===== src/rtl/canvas_pkg.sv =====
// Shared types, colour constants and helpers
// for the canvas compositing core.
package canvas_pkg;

  typedef enum logic [1:0] {
    ST_CLEAR,
    ST_RUN,
    ST_HOLD
  } state_t;

  typedef struct packed {
    logic [7:0] r;
    logic [7:0] g;
    logic [7:0] b;
  } rgb_t;

  typedef struct packed {
    logic        act;
    logic [10:0] ax;
    logic [10:0] ay;
  } pix_tag_t;

  localparam rgb_t RGB_BLACK = '{r: 8'h00, g: 8'h00, b: 8'h00};
  localparam rgb_t RGB_CROSS = '{r: 8'hFF, g: 8'h00, b: 8'h00};
  localparam rgb_t RGB_TRACK = '{r: 8'h00, g: 8'h00, b: 8'hFF};
  localparam rgb_t RGB_LOST  = '{r: 8'hFF, g: 8'h7F, b: 8'h7F};
  localparam rgb_t RGB_HOT   = '{r: 8'h7F, g: 8'hFF, b: 8'h7F};

  function automatic int pix_width(input int cb);
    return 3 * cb;
  endfunction

  // p holds {r,g,b} at cb bits each, right-aligned
  function automatic rgb_t expand_rgb(
    input logic [23:0] p,
    input int          cb
  );
    logic [23:0] m;
    rgb_t        c;
    m   = (24'd1 << cb) - 24'd1;
    c.r = 8'(((p >> (2 * cb)) & m) << (8 - cb));
    c.g = 8'(((p >> cb) & m) << (8 - cb));
    c.b = 8'((p & m) << (8 - cb));
    return c;
  endfunction

  function automatic logic [10:0] abs_diff(
    input logic [10:0] a,
    input logic [10:0] b
  );
    return (a > b) ? a - b : b - a;
  endfunction

endpackage


===== src/rtl/pos_divider.sv =====
// Sequential restoring divider, one quotient
// bit per cycle, start/done handshake.
module pos_divider #(
  parameter int W = 20
) (
  input  logic         clk,
  input  logic         reset_n,
  input  logic         start,
  input  logic [W-1:0] dividend,
  input  logic [W-1:0] divisor,
  output logic         busy,
  output logic         done,
  output logic [W-1:0] quotient,
  output logic [W-1:0] remainder
);

  localparam int CNT_W = $clog2(W + 1);

  logic [CNT_W-1:0] cnt;
  logic [W:0]       shifted;
  logic [W:0]       trial;

  assign shifted = {remainder, quotient[W-1]};
  assign trial   = shifted - {1'b0, divisor};

  always_ff @(posedge clk or negedge reset_n) begin
    if (!reset_n) begin
      busy      <= 1'b0;
      done      <= 1'b0;
      cnt       <= '0;
      quotient  <= '0;
      remainder <= '0;
    end else begin
      done <= 1'b0;
      if (start && !busy) begin
        busy      <= 1'b1;
        cnt       <= CNT_W'(W);
        quotient  <= dividend;
        remainder <= '0;
      end else if (busy) begin
        if (!trial[W]) begin
          remainder <= trial[W-1:0];
          quotient  <= {quotient[W-2:0], 1'b1};
        end else begin
          remainder <= shifted[W-1:0];
          quotient  <= {quotient[W-2:0], 1'b0};
        end
        cnt <= cnt - 1'b1;
        if (cnt == CNT_W'(1)) begin
          busy <= 1'b0;
          done <= 1'b1;
        end
      end
    end
  end

endmodule


===== src/rtl/canvas_compositor.sv =====
// Paint/camera compositor: frame clear, write
// arbitration, VGA read pipeline, tracker.
module canvas_compositor
  import canvas_pkg::*;
#(
  parameter int H_ACTIVE     = 640,
  parameter int V_ACTIVE     = 480,
  parameter int H_OFFSET     = 144,
  parameter int V_OFFSET     = 35,
  parameter int COLOR_BITS   = 3,
  parameter int ADDR_W       = 20,
  parameter int RADIUS_MIN   = 6,
  parameter int RADIUS_STEP  = 2,
  parameter int RADIUS_MAX   = 20,
  parameter int FILTER_SHIFT = 2,
  parameter int LOST_FRAMES  = 4,
  localparam int PIX_W = pix_width(COLOR_BITS)
) (
  input  logic              clk,
  input  logic              reset_n,
  input  logic              mode,
  input  logic              color_sel,
  input  logic              clear_req,
  input  logic              radius_key,
  input  logic              vga_active,
  input  logic [10:0]       vga_x,
  input  logic [10:0]       vga_y,
  input  logic              vga_vsync,
  input  logic [PIX_W-1:0]  brush_rgb,
  input  logic              cursor_we,
  input  logic [ADDR_W-1:0] cursor_addr,
  input  logic              cam_we,
  input  logic [ADDR_W-1:0] cam_addr,
  input  logic [7:0]        cam_pixel,
  input  logic [ADDR_W-1:0] det_pos,
  input  logic              det_valid,
  output logic              mem_we,
  output logic [ADDR_W-1:0] mem_addr_w,
  output logic [PIX_W-1:0]  mem_data_w,
  output logic              mem_re,
  output logic [ADDR_W-1:0] mem_addr_r,
  input  logic [PIX_W-1:0]  mem_data_r,
  output logic [7:0]        vga_r,
  output logic [7:0]        vga_g,
  output logic [7:0]        vga_b,
  output logic [5:0]        radius,
  output logic [10:0]       cursor_x,
  output logic [10:0]       cursor_y,
  output logic              tracking,
  output logic              busy
);

  localparam int FRAME = H_ACTIVE * V_ACTIVE;
  localparam logic [ADDR_W-1:0] LAST =
    ADDR_W'(FRAME - 1);
  localparam int MISS_W = $clog2(LOST_FRAMES + 1);

  state_t state;

  logic              run_we;
  logic [ADDR_W-1:0] run_addr;
  logic [PIX_W-1:0]  run_data;
  logic [PIX_W-1:0]  cam_ext;
  logic [6:0]        rad_sum;
  logic [5:0]        rad_next;

  always_comb begin
    cam_ext      = '0;
    cam_ext[7:0] = cam_pixel;
  end

  assign run_we   = mode ? cam_we : cursor_we;
  assign run_addr = mode ? cam_addr : cursor_addr;
  assign run_data = mode ? cam_ext : brush_rgb;

  assign rad_sum  = {1'b0, radius} + 7'(RADIUS_STEP);
  assign rad_next = (rad_sum > 7'(RADIUS_MAX)) ?
                    6'(RADIUS_MIN) : rad_sum[5:0];

  always_ff @(posedge clk or negedge reset_n) begin
    if (!reset_n) begin
      state      <= ST_CLEAR;
      busy       <= 1'b1;
      mem_we     <= 1'b1;
      mem_addr_w <= '0;
      mem_data_w <= '0;
      radius     <= 6'(RADIUS_MIN);
    end else if (clear_req) begin
      state      <= ST_CLEAR;
      busy       <= 1'b1;
      mem_we     <= 1'b1;
      mem_addr_w <= '0;
      mem_data_w <= '0;
    end else begin
      unique case (state)
        ST_CLEAR: begin
          if (mem_addr_w == LAST) begin
            state      <= ST_RUN;
            busy       <= 1'b0;
            mem_we     <= run_we;
            mem_addr_w <= run_addr;
            mem_data_w <= run_data;
          end else begin
            mem_addr_w <= mem_addr_w + 1'b1;
          end
        end
        ST_RUN: begin
          mem_we     <= run_we;
          mem_addr_w <= run_addr;
          mem_data_w <= run_data;
          if (radius_key && !mode && !color_sel) begin
            radius <= rad_next;
            state  <= ST_HOLD;
          end
        end
        ST_HOLD: begin
          mem_we     <= run_we;
          mem_addr_w <= run_addr;
          mem_data_w <= run_data;
          if (!radius_key) state <= ST_RUN;
        end
        default: state <= ST_CLEAR;
      endcase
    end
  end

  // Read path: address reg, RAM, output reg
  logic [10:0] ax0;
  logic [10:0] ay0;
  pix_tag_t    s1;
  pix_tag_t    s2;

  assign ax0 = vga_x - 11'(H_OFFSET + 1);
  assign ay0 = vga_y - 11'(V_OFFSET + 1);

  always_ff @(posedge clk or negedge reset_n) begin
    if (!reset_n) begin
      s1         <= '0;
      s2         <= '0;
      mem_re     <= 1'b0;
      mem_addr_r <= '0;
    end else begin
      s1         <= '{act: vga_active, ax: ax0, ay: ay0};
      s2         <= s1;
      mem_re     <= vga_active;
      mem_addr_r <= ADDR_W'(ay0) * ADDR_W'(H_ACTIVE)
                  + ADDR_W'(ax0);
    end
  end

  logic       on_cross;
  logic [7:0] gray;
  rgb_t       pix;

  assign on_cross =
    (s2.ax == cursor_x &&
     abs_diff(s2.ay, cursor_y) <= 11'(radius)) ||
    (s2.ay == cursor_y &&
     abs_diff(s2.ax, cursor_x) <= 11'(radius));

  assign gray = mem_data_r[7:0];

  always_comb begin
    pix = RGB_BLACK;
    if (busy || !s2.act) begin
      pix = RGB_BLACK;
    end else if (!mode) begin
      if (color_sel)
        pix = expand_rgb(24'(brush_rgb), COLOR_BITS);
      else if (on_cross)
        pix = RGB_CROSS;
      else
        pix = expand_rgb(24'(mem_data_r), COLOR_BITS);
    end else if (tracking &&
                 (s2.ax == cursor_x || s2.ay == cursor_y)) begin
      pix = RGB_TRACK;
    end else if (!tracking &&
                 s2.ay == 11'(V_ACTIVE / 2)) begin
      pix = RGB_LOST;
    end else if (gray > 8'd127) begin
      pix = RGB_HOT;
    end else begin
      pix = '{r: {gray[6:0], 1'b0},
              g: {gray[6:0], 1'b0},
              b: {gray[6:0], 1'b0}};
    end
  end

  always_ff @(posedge clk or negedge reset_n) begin
    if (!reset_n) begin
      vga_r <= '0;
      vga_g <= '0;
      vga_b <= '0;
    end else begin
      vga_r <= pix.r;
      vga_g <= pix.g;
      vga_b <= pix.b;
    end
  end

  // Finger tracker, one sample per frame
  logic              vsync_d;
  logic              rise;
  logic              hit;
  logic              div_start;
  logic              div_busy;
  logic              div_done;
  logic [ADDR_W-1:0] div_q;
  logic [ADDR_W-1:0] div_r;
  logic [MISS_W-1:0] miss_cnt;
  logic signed [11:0] dx;
  logic signed [11:0] dy;
  logic signed [11:0] step_x;
  logic signed [11:0] step_y;
  logic              unused_bits;

  assign rise = vga_vsync && !vsync_d;
  assign hit  = det_valid &&
                (det_pos < ADDR_W'(FRAME));
  assign div_start = rise && hit && !div_busy;

  assign dx = $signed({1'b0, div_r[10:0]})
            - $signed({1'b0, cursor_x});
  assign dy = $signed({1'b0, div_q[10:0]})
            - $signed({1'b0, cursor_y});
  assign step_x = dx >>> FILTER_SHIFT;
  assign step_y = dy >>> FILTER_SHIFT;

  assign unused_bits = ^{div_q[ADDR_W-1:11],
                         div_r[ADDR_W-1:11],
                         step_x[11], step_y[11]};

  pos_divider #(
    .W (ADDR_W)
  ) u_div (
    .clk       (clk),
    .reset_n   (reset_n),
    .start     (div_start),
    .dividend  (det_pos),
    .divisor   (ADDR_W'(H_ACTIVE)),
    .busy      (div_busy),
    .done      (div_done),
    .quotient  (div_q),
    .remainder (div_r)
  );

  always_ff @(posedge clk or negedge reset_n) begin
    if (!reset_n) begin
      vsync_d  <= 1'b0;
      miss_cnt <= '0;
      tracking <= 1'b0;
      cursor_x <= '0;
      cursor_y <= '0;
    end else begin
      vsync_d <= vga_vsync;
      if (rise && !div_busy) begin
        if (hit) begin
          miss_cnt <= '0;
        end else begin
          if (miss_cnt == MISS_W'(LOST_FRAMES - 1))
            tracking <= 1'b0;
          if (miss_cnt != MISS_W'(LOST_FRAMES))
            miss_cnt <= miss_cnt + 1'b1;
        end
      end
      if (div_done) begin
        if (!tracking) begin
          tracking <= 1'b1;
          cursor_x <= div_r[10:0];
          cursor_y <= div_q[10:0];
        end else begin
          cursor_x <= cursor_x + step_x[10:0];
          cursor_y <= cursor_y + step_y[10:0];
        end
      end
    end
  end

endmodule


===== config.mk =====
export PLATFORM = sky130hd
export DESIGN_NAME = canvas_compositor
export DESIGN_NICKNAME = d
export VERILOG_FILES = /design/src/rtl/canvas_pkg.sv /design/src/rtl/pos_divider.sv /design/src/rtl/canvas_compositor.sv
export SDC_FILE = /design/constraint.sdc
export NUM_CORES = 1
export LEC_CHECK = 0
export CORE_ASPECT_RATIO = 0.75
export CORE_MARGIN = 1
export CORE_UTILIZATION = 40
export DETAILED_ROUTE_END_ITERATION = 8
export PLACE_DENSITY = 0.63
export SYNTH_ARGS = -nofsm -noshare
export SYNTH_HDL_FRONTEND = slang
export SYNTH_SLANG_ARGS = --single-unit

===== constraint.sdc =====
create_clock -name clk -period 4.5 [get_ports clk]
set_clock_uncertainty 0.2 [all_clocks]
set_input_delay 0.9 -clock clk [delete_from_list [all_inputs] [get_ports clk]]
set_output_delay 0.9 -clock clk [all_outputs]
set_load 0.01 [all_outputs]

==> metrics.txt, run 1 <==
EDFF count, synth 0; mux cell area share after synthesis 4.53%; DP HPWL 29.0 mm; total grt overflow 0; Compound-Gate Fraction of Synth Area 19.7%; Clock Latency Late Sink 0.44 ns; die footprint 33800 um2; I/O pin count 224; Die Ht 160 um; Combinational Power Share 67.2%; setup tns final 0 ns; Tot GR Track Use 22.7%; routed vias/inst 5.33; Crit Reg-Reg Startpoint s2[6]; Worst setup endpoint vga_r[6]; Worst EP required 4.62 ns; Worst setup EP type flop; Root Buffer clkbuf_16; Top FF cell, synth dfrtp_1; Worst-path clk slew 0.07 ns; f_max 224 MHz; row cnt 57; Pleak 8.13 nW; RSZ-0062 raised after global routing true; slew of the pin with the lowest slew margin 1.18 ns; Synth cell types 72; fin crit share 99.3%; post-synthesis sequential area ratio 36.9%; CTS max path bufs 2; Worst setup SP type flop; DIE WIDTH 212 um; ANT nets after route 0; crit path from s2[6]; Synthesized Nets 1681; Hold WC Path Type flop to flop; Worst Path Max Fanout 8; Critical Path AT 4.58 ns; slack of the critical path 0.0333 ns; largest net degree at the start of global routing 84; clock network fraction of total power 12.2%; largest family of logic cells by synthesized area compound AO/OA/AOI/OAI gates; Setup Viol. Count Final 0; CTS Buf Count 17; Power Density 726 nW/um2; pre-CTS setup slack -0.177 ns; first drt pass iteration count 6; Post-Synth XOR/XNOR Area 6.28%; outcome finished clean; critical path type flop to flop; Post-Synth Simple-Gate Area 13.6%; Post-Syn Instances 1426; Final Hold Fails 0; first-pass GRT wire length 61.2 mm; post-DR wirelength/cell 17.3 um; fin util 54.1%; Flop pwr share 20.7%; P&R area growth vs syn 32.7%; #FFs+latches synth 195; R2R cell count 19; Slew HR 21.0%; Syn. warnings 0; initial core utilization 40.8%; syn_area_per_cell 9.29 um2; initial antenna violation count 0; Hold WS 0.152 ns; share of cells above drive strength 1 13.0%; post-synthesis async set-or-reset flop share 100%; worst vdd ir 0.454 mV; Fillers 2922; Reg2Reg Setup Slack 0.03 ns; TritonCTS Sinks 195; Total Power 12.8 mW; Slew Viols, Final 0; max_cap viols 0; Port-buffer cells 222; H-tree depth reported by CTS 4; core area 32400 um2; DRT iter0 DRCs 948; Syn Std Cell Area 13200 um2; RR Endpoint vga_r[6]; DRC 0; crit path time final 4.47 ns; placer congestion estimate 0.873; internal power 7.15 mW; n_diodes 0; Synth Area in Adders 13.3%; CTS tree yes; Final #Nets 1981; Net Sw Power 5.60 mW; Via Count 11600; sw frac 43.9%; number of global-route vias before repair 11600; Total Routed Length 37.8 mm
layer usage:
layer	vias to the layer above	global-route usage (%)	share of wire (%)
met5	-	0	0
met4	0	4.22	1.1
met3	28	3.43	4.6
met2	275	34.6	44
met1	5625	33.9	50
li1	5697	-	-
cells in the mapped netlist, types with 5 or more instances:
| library cell | number | area (um2) |
|---|---|---|
| dfrtp_1 | 191 | 4780 |
| a211oi_1 | 9 | 67.6 |
| nor2_1 | 110 | 413 |
| o21bai_1 | 13 | 97.6 |
| o31ai_1 | 16 | 120 |
| and2_1 | 12 | 75.1 |
| o31a_1 | 6 | 52.6 |
| nand2_1 | 85 | 319 |
| clkbuf_1 | 40 | 150 |
| and3_1 | 9 | 56.3 |
| a222oi_1 | 19 | 190 |
| nor2b_1 | 16 | 100 |
| nor4_1 | 13 | 81.3 |
| o21ai_1 | 5 | 25.0 |
| fa_1 | 8 | 160 |
| mux2i_1 | 43 | 430 |
| nor3_1 | 36 | 180 |
| mux2_2 | 15 | 169 |
| buf_4 | 9 | 67.6 |
| o41ai_1 | 6 | 52.6 |
| nand4_1 | 13 | 81.3 |
| a21boi_0 | 6 | 45.0 |
| a21oi_1 | 92 | 460 |
| nand2b_1 | 18 | 113 |
| inv_1 | 131 | 492 |
| a22o_1 | 19 | 166 |
| o211ai_1 | 7 | 52.6 |
| o22ai_1 | 9 | 56.3 |
| xnor2_1 | 53 | 464 |
| o21a_1 | 15 | 113 |
| a21o_1 | 26 | 195 |
| nand3_1 | 25 | 125 |
| o21ai_0 | 79 | 395 |
| xor2_1 | 42 | 368 |
| nand3b_1 | 7 | 52.6 |
| a31oi_1 | 16 | 100 |
| ha_1 | 128 | 1600 |
cell type report:
class / count / area, um2 / share of cell area, %
clock buffer: 18 / 429 / 2.44
clock inverter: 14 / 148 / 0.841
inverter: 131 / 492 / 2.80
multi-input combinational: 1042 / 7910 / 45.0
sequential: 195 / 4890 / 27.8
tap: 442 / 553 / 3.15
timing repair buffer: 339 / 3150 / 17.9
worst max-delay path, cell delays in order, from the launching register on:
cell	delay (ns)
dfrtp_1	0.41
ha_4	0.30
and4_4	0.23
nand2_2	0.07
o21bai_4	0.18
a211oi_4	0.20
buf_6	0.17
o21bai_4	0.12
nand2_1	0.07
xor2_1	0.15
ha_1	0.31
o21ai_1	0.08
a21oi_1	0.14
nor3_1	0.06
o31a_1	0.30
nor2b_1	0.14
and4b_1	0.17
or4_4	0.56
buf_12	0.17
o41a_1	0.30
stage by stage:
stage               std cells  area, um2
finish                   2181      17600
detailed placement       2140      16600
global route             2181      17600
global placement         2140      16600
floorplan                1426      13300
CTS                      2173      17200
logic make-up after synthesis:
family,count (synthesis)
compound gates,382
xor+xnor,95
fa+ha+maj,136
buf+inv,189
flops,195
mux,58
other cells,1
simple gates,370
power by group through the flow:
| stage | logic [mW] | registers [mW] | clock network (mW) |
|---|---|---|---|
| 2_1_floorplan | 5.58 | 2.70 | 0 |
| 3_3_place_gp | 8.01 | 2.65 | 0 |
| 3_5_place_dp | 8.12 | 2.66 | 0 |
| 4_1_cts | 8.23 | 2.63 | 1.58 |
| 5_1_grt | 9.56 | 2.71 | 1.65 |
| 6_report | 8.57 | 2.64 | 1.55 |
what timing repair did:
item	in CTS	in global routing
endpoints found under the setup margin	14	15
pin swaps	4	21
setup buffers	1	7
hold buffers	0	0
resized for setup	9	41
gates cloned	0	1
flip-flops by register name, summed over array words and instances (netlist names):
name,count
s1,23
u_div.cnt,5
s2,23
busy,1
vga_b,8
cursor_x,11
u_div.remainder,20
miss_cnt,3
cursor_y,11
mem_we,1
u_div.done,1
radius,5
mem_addr_w,20
vga_g,8
u_div.quotient,20
u_div.busy,1
vsync_d,1
mem_addr_r,13
vga_r,8
mem_data_w,9
tracking,1
state,2
worst min-delay path by stage:
stage               slack (ns)     end  cells after the start  startpoint
floorplan                 0.13   s2[0]                      0       s1[0]
global route              0.16  s2[10]                      0      s1[10]
finish                    0.15  s2[10]                      0      s1[10]
detailed placement        0.13  s2[21]                      0      s1[21]
CTS                       0.15  s2[10]                      0      s1[10]
global placement          0.13  s2[20]                      0      s1[20]
layout by cell type, fill, tap and decap left out, types with 11 or more instances in the layout:
master,Yosys,layout
nand3_1,25,24
a222oi_1,19,19
dfrtp_1,191,190
a22o_1,19,19
nand4_1,13,13
ha_4,0,11
mux2_2,15,14
clkdlybuf4s50_1,0,220
o31ai_1,16,15
xor2_1,42,42
a21oi_1,92,86
o21bai_1,13,11
mux2i_1,43,42
nand2b_1,18,18
a31oi_1,16,15
o21ai_0,79,75
clkbuf_16,0,18
nor4_1,13,12
nand2_1,85,84
xnor2_1,53,53
a21o_1,26,26
buf_4,9,113
nor3_1,36,34
ha_1,128,116
and2_1,12,12
nor2b_1,16,16
inv_1,131,126
nor2_1,110,110
o21a_1,15,15
No activity file was read; power rests on OpenSTA's default activity.
==> run 2, diff against run 1 <==
--- a/config.mk
+++ b/config.mk
@@ -5,11 +5,12 @@
 export SDC_FILE = /design/constraint.sdc
 export NUM_CORES = 1
 export LEC_CHECK = 0
+export ABC_AREA = 1
 export CORE_ASPECT_RATIO = 0.75
 export CORE_MARGIN = 1
 export CORE_UTILIZATION = 40
 export DETAILED_ROUTE_END_ITERATION = 8
-export PLACE_DENSITY = 0.63
+export PLACE_DENSITY = 0.61
 export SYNTH_ARGS = -nofsm -noshare
 export SYNTH_HDL_FRONTEND = slang
 export SYNTH_SLANG_ARGS = --single-unit
==> constraint.sdc (replaced) <==
create_clock -name clk -period 4.22 [get_ports clk]
set_clock_uncertainty 0.2 [all_clocks]
set_input_delay 0.844 -clock clk [delete_from_list [all_inputs] [get_ports clk]]
set_output_delay 0.844 -clock clk [all_outputs]
set_load 0.01 [all_outputs]
==> run 2 against run 1 <==
Worst hold slack worse by 0.00061 ns. Final area is 1.1% higher. Critical path depth is 1 higher. Largest power group unchanged.
==> metrics.txt, run 2 <==
R2R cell count 25; sw frac 48.6%; Worst setup EP type flop; Net Sw Power 6.67 mW; worst vdd ir 0.544 mV; commonest non-fill, non-tap cell in the layout nand2_1; Flop pwr share 21.1%; Synth cell types 56; RR Endpoint vga_b[6]; post-DR wirelength/cell 16.1 um; top cell type's share of synthesized area 34.3%; Post-DP Area 17000 um2; DRT iter0 DRCs 892; cell count of the worst hold path 0; slack of the critical path 0.327 ns; max_cap viols 0; crit path from vga_x[2]; largest net degree at the start of global routing 87; Syn Std Cell Area 13900 um2; Slew HR 37.8%; routed vias/inst 5.04; share of cells above drive strength 1 7.69%; f_max 257 MHz; DP HPWL 32.5 mm; Hold WC Path Type flop to flop; CTS max path bufs 2; Final Hold Fails 0; most frequent cell after synthesis nand2_1; top post-synthesis cells by area dfrtp_1 34%, ha_1 11%, nand2_1 10%, inv_1 7.9%, xor2_1 4.8%; Synthesized Nets 2079; Setup Viol. Count Final 0; Crit Reg-Reg Startpoint s2[1]; post-synthesis sequential area ratio 35.0%; Hold Path Sink s2[1]; Worst setup SP type primary input; Port-buffer cells 222; internal power 7.05 mW; Post-Syn Instances 1824; biggest regs s1 x23, s2 x23; Clock Latency Late Sink 0.46 ns; critical path type primary input to flop; outcome finished clean; Combinational Power Share 66.8%; Root Buffer clkbuf_16; n_diodes 0; row cnt 58; CTS tree yes; Total Routed Length 41.1 mm; P&R area growth vs syn 27.4%; fin crit share 92.3%; Tot GR Track Use 23.4%; Syn. warnings 0; core area 33900 um2; Pleak 8.72 nW; DIE WIDTH 218 um; hold_sp s1[1]; Worst EP required 4.38 ns; pre-CTS setup slack -0.155 ns; Finished Cell Area 17800 um2; first drt pass iteration count 5; Slew Viols, Final 0; CTS Buf Count 17; cell taking the most area after synthesis dfrtp_1; TritonCTS Sinks 195; Die Ht 164 um; die footprint 35600 um2; Top FF cell, synth dfrtp_1; first-pass GRT wire length 65.5 mm; I/O pin count 224; post-synthesis async set-or-reset flop share 100%; #FFs+latches synth 195; number of global-route vias before repair 12400; Reg2Reg Setup Slack 0.34 ns; initial antenna violation count 0; Via Count 12900; Fillers 3274; Final #Nets 2348; syn_area_per_cell 7.64 um2; total grt overflow 0; H-tree depth reported by CTS 4; clock network fraction of total power 12.1%; slew of the pin with the lowest slew margin 0.925 ns; most instantiated cells after synthesis 371 x nand2_1, 293 x inv_1, 191 x dfrtp_1; Critical Path AT 4.05 ns; Power Density 772 nW/um2; crit path time final 3.89 ns; Worst Path Max Fanout 3; Worst-path clk slew 0.08 ns; ANT nets after route 0; DRC 0; Hold WS 0.151 ns; most frequent cells in the layout 370 x nand2_1, 293 x inv_1, 221 x clkdlybuf4s50_1; initial core utilization 41.1%; EDFF count, synth 0; placer congestion estimate 0.920
==> run 2: cell count changes in the layout (fill, tap and decap cells not counted), moves of 19 or more <==
cell / previous run / this run
o21ai_0: 75 / 128
a22o_1: 19 / 0
nand3_1: 24 / 100
buf_4: 113 / 71
inv_1: 126 / 293
nand2_1: 84 / 370
a21oi_1: 86 / 109
mux2i_1: 42 / 3
xnor2_1: 53 / 20
xor2_1: 42 / 75
a21o_1: 26 / 5
a222oi_1: 19 / 0
==> run 2: logic make-up after synthesis <==
| logic type | Yosys count | share of synthesized area, % |
|---|---|---|
| other | 1 | 0.0269 |
| xor gates and xnor gates | 97 | 6.09 |
| AOI/OAI and AO/OA | 368 | 15.3 |
| buffers and inverters | 346 | 9.89 |
| and+or+nand+nor | 678 | 20.8 |
| adders and majority gates | 136 | 12.6 |
| muxes | 3 | 0.215 |
| DFF | 195 | 35.0 |
==> run 2: routing by layer <==
layer,wire (um),vias to the layer above,part of all wire [%],track usage [%]
met4,499,0,1.2,5.15
met3,1790,32,4.3,3.71
li1,-,6513,-,-
met5,0,-,0,0
met1,21600,6055,53,35.9
met2,17200,270,42,34.0
==> run 2: layout make-up <==
cell class / count / area [um2] / share of cell area (%)
Clock buffer: 19 / 443 / 2.49
Multi-Input combinational cell: 1283 / 7800 / 43.9
Clock inverter: 13 / 151 / 0.853
Tap cell: 450 / 563 / 3.17
Sequential cell: 195 / 4890 / 27.5
Timing Repair Buffer: 294 / 2780 / 15.6
Inverter: 302 / 1130 / 6.38
==> run 2: through the flow <==
stage,utilization [%],TNS [ns],instances,total power [mW]
finish,52.4,0,2556,13.7
floorplan,-,0,1824,9.13
CTS,51.9,0,2549,13.6
global route,52.4,-0.00570,2556,15.1
global placement,50.1,-0.0573,2517,11.7
detailed placement,50.1,-0.200,2517,11.8
==> run 2: worst max-delay path: stages <==
cell and delay (ns):
clkdlybuf4s50_1 0.45, nor2_1 0.12, nand2_1 0.08, o21ai_0 0.30, nand3_2 0.26, a21oi_2 0.25
xor2_2 0.13, ha_1 0.36, nand3_1 0.09, nand2_1 0.10, nand2_1 0.05, a21oi_1 0.20
nand2_1 0.09, nor2_1 0.16, nand2_1 0.07, nor2_1 0.12, nand2_1 0.07, nor2_1 0.11
xnor2_1 0.13, inv_1 0.06
==> run 2: what timing repair did <==
action / in CTS / in global routing
gates resized for setup: 0 / 25
hold buffers: 0 / 0
buffers inserted: 0 / 7
setup endpoints to repair: 0 / 16
==> run 2: power by group through the flow <==
stage	combinational (mW)	clock, mW	sequential [mW]
after CTS	8.97	1.71	2.90
after floorplan	6.16	0	2.97
after global routing	10.3	1.77	2.97
after global placement	8.78	0	2.92
final	9.16	1.66	2.90
after detailed placement	8.91	0	2.92
==> run 2: worst max-delay path by stage <==
stage          slack, ns              to  cells past startpoint
6_report            0.33  mem_addr_r[18]                     20
5_1_grt           -0.006        vga_g[7]                     25
4_1_cts             0.10        vga_b[6]                     25
3_5_place_dp       -0.15  mem_addr_r[18]                     20
3_3_place_gp       -0.06  mem_addr_r[18]                     20
2_1_floorplan       0.56     cursor_x[9]                     24
